`config.mk`:
```
export PLATFORM = sky130hd
export DESIGN_NAME = rgb_led_sequencer
export DESIGN_NICKNAME = d
export VERILOG_FILES = /design/src/rtl/rgb_led_sequencer.sv
export SDC_FILE = /design/constraint.sdc
export NUM_CORES = 1
export LEC_CHECK = 0
export ABC_AREA = 1
export CELL_PAD_IN_SITES_DETAIL_PLACEMENT = 0
export CELL_PAD_IN_SITES_GLOBAL_PLACEMENT = 2
export CORE_MARGIN = 3
export CORE_UTILIZATION = 35
export CTS_CLUSTER_SIZE = 8
export DETAILED_ROUTE_END_ITERATION = 8
export PLACE_DENSITY_LB_ADDON = 0.05
export SYNTH_ARGS = -nofsm -noshare
export SYNTH_HDL_FRONTEND = slang
export SYNTH_SLANG_ARGS = --single-unit
```
`constraint.sdc`:
```
create_clock -name clk -period 2.6 [get_ports clk]
set_input_delay 0.52 -clock clk [delete_from_list [all_inputs] [get_ports clk]]
set_output_delay 0.52 -clock clk [all_outputs]
set_load 0.02 [all_outputs]
```
`src/rtl/rgb_led_sequencer.sv`:
```
// rgb_led_sequencer: two-requester RGB fade-in / hold / fade-out sequencer with 8-bit PWM outputs.
// Optional feature: define RGB_SEQ_GAMMA_EN to apply a square-law gamma to the PWM compare duty.
module rgb_led_sequencer #(
  parameter int unsigned STEP_DIV    = 1024,
  parameter logic [31:0] HOLD_CYCLES = 32'd24000000
) (
  input  logic        clk,
  input  logic        rst_n,
  input  logic [1:0]  req_valid_i,
  input  logic [23:0] req_color0_i,
  input  logic [23:0] req_color1_i,
  output logic [1:0]  req_ready_o,
  output logic        pwm_red_o,
  output logic        pwm_green_o,
  output logic        pwm_blue_o,
  output logic        led_en_o,
  output logic        busy_o,
  output logic        owner_o,
  output logic        done_o
);
  typedef enum logic [1:0] {IDLE, FADE_IN, HOLD, FADE_OUT} state_e;
  localparam logic [19:0] DIV_MAX = 20'(STEP_DIV - 1);
  state_e      state_q;
  logic [7:0]  pwm_cnt_q;
  logic [23:0] cur_q, cur_d, target_q, xfer_color;
  logic [19:0] div_q;
  logic [31:0] hold_q;
  logic [2:0]  pwm_q;
  logic        owner_q, done_q, xfer, fade, tick, at_target, hold_end;
  // One saturating step toward the target; equal channels stay put, so 0 and 255 are never crossed.
  function automatic logic [7:0] step_toward(input logic [7:0] c, input logic [7:0] t);
    return (c < t) ? c + 8'd1 : (c > t) ? c - 8'd1 : c;
  endfunction
  // Compare duty derived from the current channel level.
  function automatic logic [7:0] duty(input logic [7:0] c);
`ifdef RGB_SEQ_GAMMA_EN
    logic [15:0] p;
    p = {8'd0, c} * {8'd0, c};
    return p[15:8];
`else
    return c;
`endif
  endfunction
  // Grant, transfer detect, step tick and next channel levels.
  always_comb begin
    req_ready_o = (rst_n && state_q != FADE_IN) ? {req_valid_i[1] & ~req_valid_i[0], req_valid_i[0]} : 2'b00;
    xfer        = |(req_valid_i & req_ready_o);
    xfer_color  = req_ready_o[0] ? req_color0_i : req_color1_i;
    fade        = state_q == FADE_IN || state_q == FADE_OUT;
    tick        = fade && div_q == DIV_MAX;
    at_target   = cur_q == target_q;
    hold_end    = HOLD_CYCLES <= 32'd1 || hold_q == HOLD_CYCLES - 32'd1;
    cur_d       = tick ? {step_toward(cur_q[23:16], target_q[23:16]),
                          step_toward(cur_q[15:8],  target_q[15:8]),
                          step_toward(cur_q[7:0],   target_q[7:0])} : cur_q;
  end
  // Sequencer state, fade levels and registered PWM / done outputs; a transfer overrides any state exit.
  always_ff @(posedge clk or negedge rst_n) begin
    if (!rst_n) begin
      state_q   <= IDLE;
      pwm_cnt_q <= '0;
      cur_q     <= '0;
      target_q  <= '0;
      div_q     <= '0;
      hold_q    <= '0;
      owner_q   <= 1'b0;
      done_q    <= 1'b0;
      pwm_q     <= '0;
    end else begin
      pwm_cnt_q <= pwm_cnt_q + 8'd1;
      pwm_q     <= {duty(cur_q[23:16]) > pwm_cnt_q, duty(cur_q[15:8]) > pwm_cnt_q, duty(cur_q[7:0]) > pwm_cnt_q};
      cur_q     <= cur_d;
      div_q     <= (fade && !tick) ? div_q + 20'd1 : '0;
      done_q    <= 1'b0;
      if (xfer) begin
        target_q <= xfer_color;
        owner_q  <= req_ready_o[1];
        div_q    <= '0;
        state_q  <= FADE_IN;
      end else begin
        case (state_q)
          FADE_IN: if (at_target) begin
            state_q <= HOLD;
            hold_q  <= '0;
          end
          HOLD: if (hold_end) begin
            state_q  <= FADE_OUT;
            target_q <= '0;
            div_q    <= '0;
          end else hold_q <= hold_q + 32'd1;
          FADE_OUT: if (at_target) begin
            state_q <= IDLE;
            done_q  <= 1'b1;
          end
          default: ;
        endcase
      end
    end
  end
  assign busy_o      = state_q != IDLE;
  assign led_en_o    = busy_o;
  assign owner_o     = owner_q;
  assign done_o      = done_q;
  assign pwm_red_o   = pwm_q[2];
  assign pwm_green_o = pwm_q[1];
  assign pwm_blue_o  = pwm_q[0];
endmodule

```
==> impl_metrics.yaml, run 1 <==
setup_path:
  startpoint_type: "input pin"
  slowest_delay_ps: 530
  cp_cell_sequence: "dlygate4sd3_1 -> buf_4 -> nand3_1 -> nor2_1 -> dlygate4sd2_1"
  required_ps: 2080
  crit_slowest_cell: "dlygate4sd3_1"
  worst_setup_path_end_kind: "primary output"
  critical_path.max_fanout: 14
  cp_data_arrival_time_ps: 1920
  criticalPathCategory: "input pin to primary output"
finish:
  drive_gt1_frac: 0.108
  final_cells: 1489
  final_cell_area_um2: 9920
  nNetsFinal: 1319
  antenna_cells: 0
  nFillCells: 2356
  syn2layout_area_growth_pct: 22.4
clock_network:
  clock_latency_ps: 420
  cts_sinks: 115
  cts_buffer_depth: 2
  cts_tree: "done"
  h-tree-depth: 4
  cts.clk_slew.worst_paths_ps: 50
  cts_made_buffers: 17
  root_buffer: "clkbuf_16"
logic_synthesis:
  synthCells: 1085
  synth_cell_type_count: 38
  synth_most_common_cell: "nand2_1"
  async_flop_share: 1.00
  yosys_warnings: 0
  synth_ff_type: "dfrtp_1"
  synth_edf_count: 0
  avgSynthCellArea_um2: 7.47
  yosys.area.top_type: "dfrtp_1"
  syn_area_um2: 8110
  synth_seq_area_share: 0.355
  ys_top_cells_by_count: "295 x nand2_1, 150 x nor2_1, 115 x dfrtp_1"
  synth_top_area_frac: 0.355
  synth_seq_cells: 115
  synthTopCellsByArea: "dfrtp_1 36%, nand2_1 14%, ha_1 11%, nor2_1 6.9%, inv_1 5.0%"
  synth_fp_nets: 1213
outcome:
  outcome: "finished clean"
power:
  total_power_uw: 6240
  power_leakage_uw: 0.00472
  pwr_density_cell_nw_per_um2: 629
  ir_drop_v: 0.000339
sta:
  clock_skew_ps: 13.5
  timing.final.crit_period_ps: 2440
  setup_viol: 0
  rsz0062_at_grt: "yes"
  worst_pin_slew_ps: 755
  drv_slew: 0
  relSlewSlack: 0.497
  clock.fmax_mhz: 409
  hold_violations: 0
  finalCritPeriodShare: 0.940
grt:
  grt_pass1_wl_um: 37300
  antenna_found_initial: 0
  grt-ovfl-total: 0
  track_usage: 0.191
  grt_max_degree: 56
  grt_pass1_vias: 7136
place:
  hpwl_um: 17400
  finalWeightedCongestion: 0.790
  placed_area_um2: 9240
  placedCellCount: 1451
  port_buffers: 60
die:
  core_um2: 22700
  fp.dieW_um: 158
  die_height_um: 158
  die_area_um2: 25000
  core.rowCount: 55
  start_util: 0.357
  pin_count: 61
drt:
  ant_nets: 0
  drc: 0
  drt-initial-drc-count: 357
  drt_first_pass_iters: 5
  routed_wl_um: 23100
  wl_per_cell_um: 15.5
  vias: 7228
  vias_per_cell: 4.85
job:
  max_cap_viol_count: 0
hold_path:
  hp-class: "flip-flop to flip-flop"
-- kinds of logic after synthesis --
family | Yosys count | share of synthesized area
flops | 115 | 0.355
xor+xnor | 50 | 0.0540
simple gates | 569 | 0.300
compound gates | 141 | 0.0994
buf+inv | 134 | 0.0716
fa+ha+maj | 76 | 0.120
-- power breakdown --
group / switching, uW / internal (uW) / total [uW]
clock network: 881 / 1380 / 2260
logic: 1240 / 652 / 1890
registers: 88.9 / 2000 / 2090
total: 2210 / 4030 / 6240
-- metrics by stage --
step / util / TNS (ps) / worst slack [ps] / hold slack (ps)
floorplan: - / 0 / 269 / 224
global placement: 0.407 / 0 / 58.7 / 399
detailed placement: 0.407 / 0 / 75.3 / 399
CTS: 0.432 / 0 / 58.5 / 468
global route: 0.437 / -1.03 / -1.03 / 481
finish: 0.437 / 0 / 155 / 469
-- area by class of cell --
cell class,count,area [um^2],share of cell area
multi-input cells,836,4730,0.477
flip-flops and latches,115,2880,0.290
repair buffers,109,978,0.0986
clock buffers,22,474,0.0478
inverters,112,422,0.0425
well taps,285,357,0.0359
clock inverters,10,82.6,0.00832
-- layer usage --
layer | vias to the layer above | wire, um | track usage
li1 | 3744 | - | -
met1 | 3363 | 11800 | 0.271
met2 | 111 | 10500 | 0.309
met3 | 10 | 672 | 0.0317
met4 | 0 | 114 | 0.0393
met5 | - | 0 | 0
-- critical path: cells and delay by family --
kind | cells | cell delay [ps]
buffers and inverters | 3 | 1110
and+or+nand+nor | 2 | 290
-- sequential cells by signal (all words and copies together) (netlist names) --
name / flops
div_q: 20
target_q: 24
owner_o: 1
state_q: 2
done_o: 1
pwm_q: 3
hold_q: 32
cur_q: 24
pwm_cnt_q: 8
-- final timing paths --
path	from	endpoint	slack (ps)	cells after the start
worst max-delay path	rst_n	req_ready_o[1]	160	5
worst min-delay path	pwm_cnt_q[6]	pwm_cnt_q[6]	470	1
worst max register to register	cur_q[15]	cur_q[12]	190	10
worst min register to register	pwm_cnt_q[6]	pwm_cnt_q[6]	470	1
max in group asynchronous	rst_n	hold_q[0]	1090	3
min in group asynchronous	rst_n	div_q[14]	500	2
-- placed cells by master (no fill, tap or decap), types with 4 or more instances in the layout --
cell type,count
nand2_1,292
nor2_1,146
dfrtp_1,115
inv_1,108
ha_1,66
nand3_1,62
o21ai_0,58
clkdlybuf4s50_1,57
buf_4,48
xor2_1,36
a21oi_1,27
nand4_1,24
o22ai_1,21
clkbuf_16,17
nor3_1,15
xnor2_1,14
o21ai_2,13
nand2_2,8
o21ai_1,8
nor2_2,7
clkinv_2,7
a21o_1,6
nor2_4,4
ha_4,4
-- timing repair --
action / CTS / global route
endpoints found under the setup margin: 2 / 14
setup buffers: 0 / 5
endpoints found under the hold margin: 10 / 0
hold buffers: 1 / 0
resized for setup: 2 / 18
pin swaps: 0 / 4
(Power assumes the default switching activity.)
==> inputs of run 2 (changes only) <==
--- a/config.mk
+++ b/config.mk
@@ -13,6 +13,7 @@
 export CTS_CLUSTER_SIZE = 8
 export DETAILED_ROUTE_END_ITERATION = 8
 export PLACE_DENSITY_LB_ADDON = 0.05
+export SLEW_MARGIN = 20
 export SYNTH_ARGS = -nofsm -noshare
 export SYNTH_HDL_FRONTEND = slang
 export SYNTH_SLANG_ARGS = --single-unit
==> constraint.sdc (replaced) <==
create_clock -name clk -period 2.7 [get_ports clk]
set_input_delay 0.54 -clock clk [delete_from_list [all_inputs] [get_ports clk]]
set_output_delay 0.54 -clock clk [all_outputs]
set_load 0.02 [all_outputs]
==> run 2 against run 1 <==
Clock power fell by 2%. Die area unchanged. Non-clock buffer count is 11 lower. Clock skew fell by 3.2 ps. Combinational power down 4%. Flip-flop and latch count stayed put. Setup slack improved by 42 ps. Sequential power shrank 4%. Critical path depth increased by 9. Sequential share of layout area increased by 0.42 points. Count of clock-buffer cells in the layout rose by 1. Total power decreased by 3.4%. Critical path type is now flip-flop to flip-flop.
==> impl_metrics.yaml, run 2 (synthesized netlist as in run 1, its figures left out) <==
die:
  die_area_um2: 25000
  core_um2: 22700
  pin_count: 61
  start_util: 0.357
  die_height_um: 158
  fp.dieW_um: 158
  core.rowCount: 55
grt:
  track_usage: 0.195
  grt_pass1_vias: 7358
  grt-ovfl-total: 0
  grt_max_degree: 55
  antenna_found_initial: 1
  grt_pass1_wl_um: 38200
drt:
  wl_met2_um: 10300
  ant_nets: 0
  wl_met1_um: 11600
  drc: 0
  drt-initial-drc-count: 304
  drt_first_pass_iters: 4
  wl_per_cell_um: 15.6
  vias: 7179
  routed-wl-met3_um: 880
  topRoutingLayerUsed: "met5"
  vias_per_cell: 4.86
  routed_wl_um: 23000
finish:
  max_flop_register: "hold_q"
  nNetsFinal: 1308
  reg_top3: "hold_q x32, cur_q x24, target_q x24"
  drive_gt1_frac: 0.0905
  largest_register_ffs: 32
  syn2layout_area_growth_pct: 20.7
  antenna_cells: 0
  mostFrequentLayoutCell: "nand2_1"
  layout_common_cells: "292 x nand2_1, 149 x nor2_1, 115 x dfrtp_1"
hold_path:
  hp-class: "input pin to asynchronous set/reset pin"
sta:
  clock_skew_ps: 10.3
  clock.fmax_mhz: 400
  worst_pin_slew_ps: 748
  timing.final.crit_period_ps: 2500
  setup_tns_ps: 0
  relSlewSlack: 0.501
  fin_hold_ws_ps: 211
  drv_slew: 0
  finalCritPeriodShare: 0.927
  hold_violations: 0
  rsz0062_at_grt: "no"
  setup_viol: 0
clock_network:
  cts_tree: "done"
  cts_sinks: 115
  root_buffer: "clkbuf_16"
  cts.clk_slew.worst_paths_ps: 60
  cts_made_buffers: 17
  h-tree-depth: 4
  clock_latency_ps: 420
  cts_buffer_depth: 2
outcome:
  outcome: "finished clean"
setup_path:
  cp_data_arrival_time_ps: 2800
  crit_slowest_cell: "dfrtp_1"
  worst_setup_path_end_kind: "flip-flop"
  slowest_delay_ps: 420
  required_ps: 3000
  cp_common_cell: "nand2_1"
  cp_cell_sequence: "ha_1 -> a21oi_1 -> nor2_1 -> nor2_2 -> nand2_2 -> ha_1 -> o21ai_0 -> nor2_1 -> nor2_1 -> inv_1 -> nand2_1 -> nand2_1 -> nand2_1 -> nand2_1"
  critical_path.max_fanout: 4
  startpoint_type: "flip-flop"
  criticalPathCategory: "flip-flop to flip-flop"
place:
  hpwl_um: 17600
  finalWeightedCongestion: 0.807
  port_buffers: 60
power:
  pwr_density_cell_nw_per_um2: 617
  power_leakage_uw: 0.00471
  ir_drop_v: 0.000367
job:
  max_cap_viol_count: 0
-- run 2: changes by cell type in the layout (fill, tap and decap cells not counted), sizes merged --
cell	delta
buf	-10
dlygate4sd2	-2
dlymetal6s2s	+2
clkbuf	+1
clkinvlp	-1
dlygate4sd3	-1
-- run 2: worst paths after layout --
check,from,endpoint,slack (ps),cells after the start
min in group clk,pwm_cnt_q[7],pwm_cnt_q[7],460,1
max in group asynchronous,rst_n,target_q[4],1370,3
min,rst_n,target_q[23],210,2
min reg2reg,pwm_cnt_q[7],pwm_cnt_q[7],460,1
max reg2reg,cur_q[13],cur_q[15],200,14
max,cur_q[13],cur_q[15],200,14
-- run 2: what timing repair did --
action	CTS	global route
endpoints found under the hold margin	0	0
setup endpoints to repair	0	10
hold buffers	0	0
resized for setup	0	7
setup buffers	0	0
-- run 2: per-stage QoR --
step	setup slack (ps)	power (uW)	utilization	std cells	area, um^2
final	197	6030	0.431	1478	9780
after global routing	5.08	6470	0.431	1478	9780
after CTS	18.9	6150	0.430	1478	9770
after detailed placement	126	3890	0.405	1446	9200
after global placement	118	3880	0.405	1446	9200
after floorplan	369	3310	-	1085	8110
-- run 2: where the power goes --
part / total [uW] / internal, uW / switching (uW)
clock: 2210 / 1360 / 854
combinational: 1810 / 618 / 1190
sequential: 2010 / 1930 / 84.7
total: 6030 / 3910 / 2130
-- run 2: critical path, delay by kind of cell (launching register included) --
family	cells	cell delay (ps)
buf+inv	1	50
fa+ha+maj	2	670
compound gates	2	540
simple gates	9	690
flops	1	420
-- run 2: cell type report --
type                    count  area, um^2
well taps                 285         357
inverters                 112         422
clock inverters             9        78.8
fillers                  2368       12900
clock buffers              23         488
flip-flops and latches    115        2880
repair buffers             98         901
multi-input cells         836        4660
-- run 2: layer usage --
layer | vias to the layer above | GRT usage
met1 | 3337 | 0.276
li1 | 3730 | -
met3 | 19 | 0.0402
met2 | 91 | 0.309
met5 | - | 0
met4 | 2 | 0.0418
